===== src/rtl/cpu_ctrl_pkg.sv =====
// Shared types for the LEGv8 EX-stage hazard and forwarding controller.
package cpu_ctrl_pkg;
  localparam int REG_W    = 5;
  localparam int ZERO_REG = 31;

  typedef enum logic [1:0] {
    FWD_ZERO = 2'b00,
    FWD_MEM  = 2'b01,
    FWD_WB   = 2'b10,
    FWD_RF   = 2'b11
  } fwd_sel_t;

  typedef enum logic [1:0] {
    RUN      = 2'b00,
    STALL_LU = 2'b01,
    STALL_FL = 2'b10
  } hz_state_t;

  typedef struct packed {
    logic             valid;
    logic [REG_W-1:0] rd;
    logic             regwrite;
    logic             memread;
    logic             setflag;
  } slot_t;

  // Observation bundle: FSM state, flag-stall countdown and the scoreboard.
  typedef struct packed {
    hz_state_t  state;
    logic [1:0] flCnt;
    slot_t      ex;
    slot_t      mem;
    slot_t      wb;
  } dbg_t;

  function automatic logic slotWrites(input slot_t s, input logic [REG_W-1:0] src);
    return s.valid && s.regwrite && (s.rd == src);
  endfunction
endpackage


===== src/rtl/hazard_slot_pipe.sv =====
// Three-slot (EX, MEM, WB) scoreboard of in-flight destinations, plus the
// source registers of the instruction currently in EX.
module hazard_slot_pipe
  import cpu_ctrl_pkg::*;
#(
  parameter logic [REG_W-1:0] RESET_SRC = REG_W'(ZERO_REG)
)(
  input  logic             clk,
  input  logic             reset,
  input  slot_t            idSlot,
  input  logic [REG_W-1:0] idRn,
  input  logic [REG_W-1:0] idRm,
  input  logic             bubble,
  output slot_t            exSlot,
  output slot_t            memSlot,
  output slot_t            wbSlot,
  output logic [REG_W-1:0] exRn,
  output logic [REG_W-1:0] exRm
);

  always_ff @(posedge clk or negedge reset) begin
    if (!reset) begin
      exSlot  <= '0;
      memSlot <= '0;
      wbSlot  <= '0;
      exRn    <= RESET_SRC;
      exRm    <= RESET_SRC;
    end else begin
      wbSlot  <= memSlot;
      memSlot <= exSlot;
      // A bubble reads XZR on both ports so it never selects a forward path.
      if (bubble) begin
        exSlot <= '0;
        exRn   <= RESET_SRC;
        exRm   <= RESET_SRC;
      end else begin
        exSlot <= idSlot;
        exRn   <= idRn;
        exRm   <= idRm;
      end
    end
  end

endmodule


===== src/rtl/hazard_forward_ctrl.sv =====
// EX-stage sequencing controller: operand forwarding selects, load-use and
// flag-use stalls, taken-branch flush, and saturating stall/flush counters.
module hazard_forward_ctrl #(
  parameter int REG_W      = 5,
  parameter int ZERO_REG   = 31,
  parameter int FLAG_STALL = 1,
  parameter int CNT_W      = 16
)(
  input  logic               clk,
  input  logic               reset,
  input  logic [REG_W-1:0]   id_rn,
  input  logic [REG_W-1:0]   id_rm,
  input  logic               id_use_rn,
  input  logic               id_use_rm,
  input  logic [REG_W-1:0]   id_rd,
  input  logic               id_regwrite,
  input  logic               id_memread,
  input  logic               id_setflag,
  input  logic               id_bcond,
  input  logic               id_br_taken,
  output logic [1:0]         fwd_a,
  output logic [1:0]         fwd_b,
  output logic               pc_we,
  output logic               ifid_we,
  output logic               ifid_flush,
  output logic               idex_bubble,
  output logic [CNT_W-1:0]   stall_cnt,
  output logic [CNT_W-1:0]   flush_cnt,
  output cpu_ctrl_pkg::dbg_t dbg
);

  localparam logic [REG_W-1:0] ZR      = REG_W'(ZERO_REG);
  localparam logic [1:0]       FL_LOAD = 2'(FLAG_STALL - 1);

  cpu_ctrl_pkg::hz_state_t state;
  logic [1:0]              flCnt;
  cpu_ctrl_pkg::slot_t     idSlot, exSlot, memSlot, wbSlot;
  logic [REG_W-1:0]        exRn, exRm;
  logic                    luHaz, flHaz, hazRun, stalling;
  cpu_ctrl_pkg::fwd_sel_t  fwdA, fwdB;

  assign idSlot = '{valid: 1'b1, rd: id_rd, regwrite: id_regwrite,
                    memread: id_memread, setflag: id_setflag};

  hazard_slot_pipe #(.RESET_SRC(ZR)) uPipe (
    .clk     (clk),
    .reset   (reset),
    .idSlot  (idSlot),
    .idRn    (id_rn),
    .idRm    (id_rm),
    .bubble  (stalling),
    .exSlot  (exSlot),
    .memSlot (memSlot),
    .wbSlot  (wbSlot),
    .exRn    (exRn),
    .exRm    (exRm)
  );

  assign luHaz = exSlot.valid && exSlot.memread && (exSlot.rd != ZR) &&
                 ((id_use_rn && (id_rn == exSlot.rd)) ||
                  (id_use_rm && (id_rm == exSlot.rd)));
  assign flHaz    = id_bcond && exSlot.valid && exSlot.setflag;
  assign hazRun   = (state == cpu_ctrl_pkg::RUN) && (luHaz || flHaz);
  // STALL_LU is the recovery cycle after the bubble; only STALL_FL keeps holding.
  assign stalling = hazRun || (state == cpu_ctrl_pkg::STALL_FL);

  function automatic cpu_ctrl_pkg::fwd_sel_t pickFwd(input logic [REG_W-1:0] src,
                                                      input cpu_ctrl_pkg::slot_t m,
                                                      input cpu_ctrl_pkg::slot_t w);
    if (src == ZR)                            return cpu_ctrl_pkg::FWD_ZERO;
    else if (cpu_ctrl_pkg::slotWrites(m, src)) return cpu_ctrl_pkg::FWD_MEM;
    else if (cpu_ctrl_pkg::slotWrites(w, src)) return cpu_ctrl_pkg::FWD_WB;
    else                                      return cpu_ctrl_pkg::FWD_RF;
  endfunction

  assign fwdA        = pickFwd(exRn, memSlot, wbSlot);
  assign fwdB        = pickFwd(exRm, memSlot, wbSlot);
  assign fwd_a       = fwdA;
  assign fwd_b       = fwdB;
  assign pc_we       = !stalling;
  assign ifid_we     = !stalling;
  assign idex_bubble = stalling;
  assign ifid_flush  = id_br_taken && !stalling;

  // flCnt holds the stall cycles still owed after the detecting cycle.
  always_ff @(posedge clk or negedge reset) begin
    if (!reset) begin
      state <= cpu_ctrl_pkg::RUN;
      flCnt <= '0;
    end else begin
      case (state)
        cpu_ctrl_pkg::RUN: begin
          if (luHaz) begin
            state <= cpu_ctrl_pkg::STALL_LU;
          end else if (flHaz && (FLAG_STALL > 1)) begin
            state <= cpu_ctrl_pkg::STALL_FL;
            flCnt <= FL_LOAD;
          end
        end
        cpu_ctrl_pkg::STALL_LU: state <= cpu_ctrl_pkg::RUN;
        cpu_ctrl_pkg::STALL_FL: begin
          flCnt <= flCnt - 2'd1;
          if (flCnt <= 2'd1) state <= cpu_ctrl_pkg::RUN;
        end
        default: state <= cpu_ctrl_pkg::RUN;
      endcase
    end
  end

  always_ff @(posedge clk or negedge reset) begin
    if (!reset) begin
      stall_cnt <= '0;
      flush_cnt <= '0;
    end else begin
      if (stalling && (stall_cnt != '1))   stall_cnt <= stall_cnt + CNT_W'(1);
      if (ifid_flush && (flush_cnt != '1)) flush_cnt <= flush_cnt + CNT_W'(1);
    end
  end

  assign dbg = '{state: state, flCnt: flCnt, ex: exSlot, mem: memSlot, wb: wbSlot};

endmodule

===== config.mk =====
export PLATFORM = sky130hd
export DESIGN_NAME = hazard_forward_ctrl
export DESIGN_NICKNAME = d
export VERILOG_FILES = /design/src/rtl/cpu_ctrl_pkg.sv /design/src/rtl/hazard_slot_pipe.sv /design/src/rtl/hazard_forward_ctrl.sv
export SDC_FILE = /design/constraint.sdc
export NUM_CORES = 1
export LEC_CHECK = 0
export ABC_AREA = 1
export CAP_MARGIN = 20
export CORE_MARGIN = 10
export CORE_UTILIZATION = 44
export CTS_BUF_LIST = sky130_fd_sc_hd__clkbuf_4 sky130_fd_sc_hd__clkbuf_8 sky130_fd_sc_hd__clkbuf_16
export DETAILED_ROUTE_END_ITERATION = 8
export HOLD_SLACK_MARGIN = 0.1
export PLACE_DENSITY = 0.81
export REMOVE_ABC_BUFFERS = 1
export SYNTH_ARGS = -nofsm -noshare
export SYNTH_HDL_FRONTEND = slang
export SYNTH_SLANG_ARGS = --single-unit

===== constraint.sdc =====
create_clock -name clk -period 1.7 [get_ports clk]
set_clock_uncertainty 0.2 [all_clocks]
set_input_delay 0.255 -clock clk [delete_from_list [all_inputs] [get_ports clk]]
set_output_delay 0.255 -clock clk [all_outputs]
set_load 0.01 [all_outputs]

; Word-level counts from Yosys, hierarchy flattened
; Cells that the tools add are included.
[op_classes]
add_sub_neg = 3
order_cmp = 1
eq_ne = 14
muxes = 12
n_reduce_logical = 23
[op_table]
columns = op, count
row1 = "16-bit by 1-bit adder with 16-bit output, second input constant", 2
row2 = "16-bit inequality test, second input constant", 2
row3 = 5-bit equality test, 6
row4 = 1-bit logical AND, 17
row5 = 2-bit 2-to-1 mux, 6
row6 = "5-bit equality test, second input constant", 2
row7 = 5-bit 2-to-1 mux, 2
row8 = 9-bit 2-to-1 mux, 1
row9 = "5-bit inequality test, second input constant", 1
row10 = 2-bit one-hot mux with 2 select lines, 1
row11 = 1-bit logical OR, 3
row12 = "2-bit equality test, second input constant", 1
row13 = "2-bit by 1-bit less-or-equal comparator with 1-bit output, second input constant", 1
row14 = 2-bit logical NOT, 1
row15 = 1-bit 2-to-1 mux, 2
row16 = "2-bit by 1-bit inequality test with 1-bit output, second input constant", 1
row17 = "2-bit inequality test, second input constant", 1
row18 = 2-bit AND reduction, 1
row19 = "2-bit by 1-bit subtractor with 2-bit output, second input constant", 1
row20 = 1-bit logical NOT, 1
[totals]
regBits = 73
in_bits = 24

; Longest topological paths before layout
[depth]
ltp_word = 10
ltp_mapped = 12
ltp_nobuf = 11

; Modules after synthesis
; Synthesis repeated with hierarchy kept, for this count alone.
[unflattened]
hier_cells = 468
hier_area_um2 = 3716.1
[modules_own_cells]
columns = mod, n_inst, cells_each, area_per_inst_um2, seq_area_each_um2
row1 = hazard_forward_ctrl, 1, 391, 2602.5, 825.8
row2 = hazard_slot_pipe, 1, 77, 1113.6, 938.4

; Least setup slack after synthesis
; No wires, ideal clock.
[synth_timing]
kind = register -> output
from = reg uPipe.exSlot[7] (netlist name)
to = out ifid_flush
t_arrival_ns = 1.423
path_slack_ns = -0.178
path_stages_with_launch = 8
n_path_buf = 1
cell_sequence = dfrtp_1 > nand3_1 > nor3_1 > nor2_1 > nand2_4 > nand2_4 > buf_2 > nor2_1
[synth_via]
elab_chain_cells = 9
elab_cells_between_ends = 13
cone_classes = eq/ne: 3 / reduce/logical: 10
[synth_rtl]
columns = element, line_no
row1 = "5-bit equality test, on equally long branches", "hazard_forward_ctrl.sv:60, hazard_forward_ctrl.sv:61"
row2 = "1-bit logical AND, on equally long branches", "hazard_forward_ctrl.sv:60, hazard_forward_ctrl.sv:61"
row3 = 1-bit logical OR, hazard_forward_ctrl.sv:60  ; ((id_use_rn && (id_rn == exSlot.rd)) ||
row4 = 1-bit logical AND (*), hazard_forward_ctrl.sv:59  ; assign luHaz = exSlot.valid && exSlot.memread && (exSlot.rd != ZR) &&
row5 = 1-bit logical OR (*), hazard_forward_ctrl.sv:63  ; assign hazRun = (state == cpu_ctrl_pkg::RUN) && (luHaz || flHaz);
row6 = 1-bit logical AND (*), hazard_forward_ctrl.sv:63
row7 = 1-bit logical OR (*), hazard_forward_ctrl.sv:65  ; assign stalling = hazRun || (state == cpu_ctrl_pkg::STALL_FL);
row8 = net idex_bubble, hazard_forward_ctrl.sv:26  ; output logic idex_bubble,
row9 = 1-bit logical NOT (*), hazard_forward_ctrl.sv:83  ; assign ifid_flush = id_br_taken && !stalling;
row10 = 1-bit logical AND (*), hazard_forward_ctrl.sv:83
row11 = "end, declared", hazard_forward_ctrl.sv:25  ; output logic ifid_flush,
; Mark *: on every way through the listed nets, which the timed path passes. The rest lies on a longest branch.

; Worst setup path in the final report
[layout_timing]
from = reg uPipe.exSlot[4] (netlist name)
to = out ifid_we
[layout_via]
elab_chain_cells = 8
elab_cells_between_ends = 12
cone_classes = eq/ne: 3 / reduce/logical: 9
[layout_rtl]
columns = element, line_no
row1 = "5-bit equality test, on equally long branches", "hazard_forward_ctrl.sv:60, hazard_forward_ctrl.sv:61"
row2 = "1-bit logical AND, on equally long branches", "hazard_forward_ctrl.sv:60, hazard_forward_ctrl.sv:61"
row3 = 1-bit logical OR, hazard_forward_ctrl.sv:60
row4 = 1-bit logical AND (*), hazard_forward_ctrl.sv:59
row5 = 1-bit logical OR (*), hazard_forward_ctrl.sv:63
row6 = 1-bit logical AND (*), hazard_forward_ctrl.sv:63
row7 = 1-bit logical OR (*), hazard_forward_ctrl.sv:65
row8 = 1-bit logical NOT (*), hazard_forward_ctrl.sv:81  ; assign ifid_we = !stalling;
row9 = "end, declared", hazard_forward_ctrl.sv:24  ; output logic ifid_we,
; Every way passes the cells marked *; elsewhere a longest branch is shown, timed or not.

==> results_dict.tcl <==
set metrics [dict create \
    finish.net_count 671 \
    final-setup-viol-count 59 \
    final_period_minus_worst_setup_slack_ns 2.211 \
    yosys-top-cells-area "sky130_fd_sc_hd__dfrtp_1 40%, sky130_fd_sc_hd__nand2_1 14%, sky130_fd_sc_hd__dfstp_2 7.1%, sky130_fd_sc_hd__inv_1 5.8%, sky130_fd_sc_hd__nand4_1 4.7%" \
    slowest_stage "sky130_fd_sc_hd__dfrtp_1" \
    clock_network_power_share_pct 27.8 \
    cts.reportedPaths.clkPinSlew_ns 0.08 \
    slew_violations 0 \
    grt_pass1_wl_um 19380 \
    overall_die_width_um 111.8 \
    fillers 603 \
    peak_fanout_along_the_critical_path 4 \
    outcome "complete, but fails checks" \
    core_region_area_um2 8217 \
    final_layout_size_suffix_gt1_share_pct 32.46 \
    yosys.cell_count.top_type "sky130_fd_sc_hd__nand2_1" \
    critical_path.startpoint_type "register" \
    clkLatencyLatePin_ns 0.35 \
    grt.total_usage_pct 18.59 \
    drtPass1Iterations 4 \
    cts_root_buf "sky130_fd_sc_hd__clkbuf_8" \
    kind_of_cell_with_the_highest_combined_delay_on_the_critical_path "flip-flops" \
    buffer_levels_on_the_longest_clock_path 2 \
    synth.distinct_cells 35 \
    crit_path_end_kind "output pin" \
    die_footprint_um2 12510 \
    floorplan.die.height_um 111.8 \
    wirelength_um 12430 \
    r2r_end "flush_cnt[8]" \
    register_to_register_setup_slack_ns -0.29 \
    seq_area_frac_synth_pct 47.54 \
    final.setup.worst_slack_ns -0.5110 \
    layoutNonFillerInstCount 755 \
    maximum_capacitance_violations 0 \
    yosys_warnings 0 \
    worst_ir_drop_vdd_v 0.0006087 \
    final_clock_period_utilization_by_the_worst_path_pct 130.1 \
    placedCellCount 714 \
    pin_count 95 \
    pwr-share-comb_pct 30.9 \
    numCtsBuffers 9 \
    worst-setup-path-type "register to output pin" \
    pwr_density_cell_nw_per_um2 833.2 \
    grt_max_degree 33 \
    power.internal_mw 3.297 \
    holdWs_ns 0.1272 \
    ant_nets 0 \
    cp_data_required_time_ns 1.24 \
    number_of_enable_type_register_cells_in_the_synthesized_netlist 0 \
    finalWeightedCongestion 0.9480 \
    worstPathArrival_ns 1.76 \
    initial_utilization_pct 45.17 \
    grt_antenna_before_repair 0 \
    yosys-top-cells-count "141 x sky130_fd_sc_hd__nand2_1, 60 x sky130_fd_sc_hd__dfrtp_1, 57 x sky130_fd_sc_hd__inv_1" \
    failed_checks "setup timing" \
    postSynthRegisterBits 70 \
    crit_path_buf_inv_count 3 \
    port-buffer-count 91 \
    total_power_mw 4.892 \
    async_s_r_ff_share_synth_pct 100.0 \
    reg2reg_depth 12 \
    area_growth_pct 58.23 \
    dr.first_iter.drc_count 199 \
    fp-row-count 33 \
    h_tree_depth 3 \
    fmaxAchievable_mhz 452.3 \
    post-dp-hpwl_um 8489 \
    grt_overflow_total 0 \
    power.share.sequential_pct 41.3 \
    finalSetupTns_ns -14.40 \
    rsz0062_at_grt "yes" \
    critPathMaxStageDelay_ns 0.45 \
    drc 0 \
    cell_area_after_synthesis_um2 3711 \
    post-place-ws_ns -0.7593 \
    power.switching_mw 1.595 \
    first_global_vias 3881 \
    synth_top_area_share_pct 40.46 \
    post_synth_inst_count 461 \
    cts_sinks 70 \
    post_synth.cell_area_avg_um2 8.050 \
    synth_ff_type "sky130_fd_sc_hd__dfrtp_1" \
    cellLeakagePower_nw 2.994 \
    critical_path.reg2reg.startpoint "uPipe.exSlot[4]" \
    worstPathCellList "inv_2 -> nand2_1 -> nand2_1 -> nor2_1 -> nand3_1 -> nand2_2 -> buf_6 -> a21oi_4 -> buf_6" \
    antenna-diode-count 0 \
    via_per_inst 5.138 \
    synth_largest_area_cell "sky130_fd_sc_hd__dfrtp_1" \
    tritoncts "yes" \
    report.final.hold_viol_count 0 \
    dr_total_vias 3879 \
    post_drt_wl_per_cell_um 16.46 \
    min-delay-path-class "input port to asynchronous set/reset pin" \
    power.switching_fraction_pct 32.61 \
]
-- metrics by stage --
step                      cell area, um2  util, %
after floorplan                     3627        -
after global placement              5207    63.38
after detailed placement            5207    63.38
after CTS                           5598    68.13
after global routing                5872    71.46
final                               5872    71.46
-- state kept, by name, indices dropped and copies added, names as in the netlist --
name	flops
uPipe.wbSlot	9
flush_cnt	16
uPipe.memSlot	9
uPipe.exRn	5
stall_cnt	16
state	1
uPipe.exSlot	9
uPipe.exRm	5
-- layout make-up --
cell class | instances | area [um2] | share of cell area [%]
sequential | 70 | 1775 | 30.24
clock inverter | 7 | 72.57 | 1.236
multi-input combinational | 323 | 1907 | 32.47
inverter | 59 | 221.5 | 3.772
timing repair buffer | 182 | 1640 | 27.94
clock buffer | 9 | 123.9 | 2.110
tap | 105 | 131.4 | 2.237
-- power by group through the flow --
stage	logic, mW	registers (mW)	clock network [mW]
finish	1.51	2.02	1.36
global route	1.65	2.05	1.47
CTS	1.41	2.01	1.38
detailed placement	1.37	2.05	0
global placement	1.33	2.05	0
floorplan	0.430	2.15	0
-- per-layer routing --
| layer | global-route usage, % | wire (um) | vias to the layer above |
|---|---|---|---|
| met5 | 0 | 0 | - |
| met4 | 8.569 | 333 | 0 |
| met1 | 22.07 | 4949 | 1875 |
| met2 | 31.43 | 6395 | 138 |
| li1 | - | - | 1839 |
| met3 | 3.865 | 752 | 27 |
-- cells in the final DEF, fill, tap and decap left out, types with 9 or more instances in the layout --
master / synthesis / final
sky130_fd_sc_hd__nand2_2: 2 / 24
sky130_fd_sc_hd__clkdlybuf4s50_1: 0 / 22
sky130_fd_sc_hd__clkbuf_8: 0 / 9
sky130_fd_sc_hd__buf_4: 6 / 71
sky130_fd_sc_hd__nand2_1: 141 / 117
sky130_fd_sc_hd__nand3_1: 29 / 22
sky130_fd_sc_hd__dlygate4sd2_1: 0 / 51
sky130_fd_sc_hd__inv_1: 57 / 51
sky130_fd_sc_hd__xor2_1: 12 / 12
sky130_fd_sc_hd__nor2_1: 40 / 35
sky130_fd_sc_hd__buf_6: 0 / 16
sky130_fd_sc_hd__xnor2_1: 18 / 18
sky130_fd_sc_hd__dfstp_2: 10 / 10
sky130_fd_sc_hd__nand4_1: 28 / 28
sky130_fd_sc_hd__dfrtp_1: 60 / 51
sky130_fd_sc_hd__dfrtp_2: 0 / 9
-- timing repair --
| item | in CTS | in global routing |
|---|---|---|
| hold buffers | 1 | 0 |
| endpoints found under the hold margin | 60 | 0 |
| gates cloned | 2 | 3 |
| setup endpoints to repair | 114 | 66 |
| pin swaps | 10 | 29 |
| gates resized for setup | 146 | 67 |
| buffers inserted | 17 | 6 |
-- worst max-delay path by stage --
stage | cells after the start | slack, ns | from | end
detailed placement | 10 | -0.76 | id_rm[3] | ifid_we
CTS | 7 | -0.47 | uPipe.exRn[1] | fwd_a[0]
global placement | 10 | -0.72 | id_rm[3] | idex_bubble
global route | 9 | -0.55 | uPipe.exSlot[6] | ifid_we
floorplan | 7 | -0.24 | flush_cnt[0] | flush_cnt[0]
finish | 9 | -0.51 | uPipe.exSlot[4] | ifid_we
-- logic make-up (layout without fill, tap and decap cells) --
kind of cell | after synthesis | after routing | synth area share, %
compound gates | 20 | 20 | 3.304
fa+ha+maj | 2 | 2 | 0.6742
simple gates | 265 | 268 | 32.87
xor+xnor | 30 | 30 | 7.080
buf+inv | 73 | 257 | 8.429
flops | 70 | 70 | 47.54
other cells | 1 | 3 | 0.1010
(Power assumes the default switching activity.)
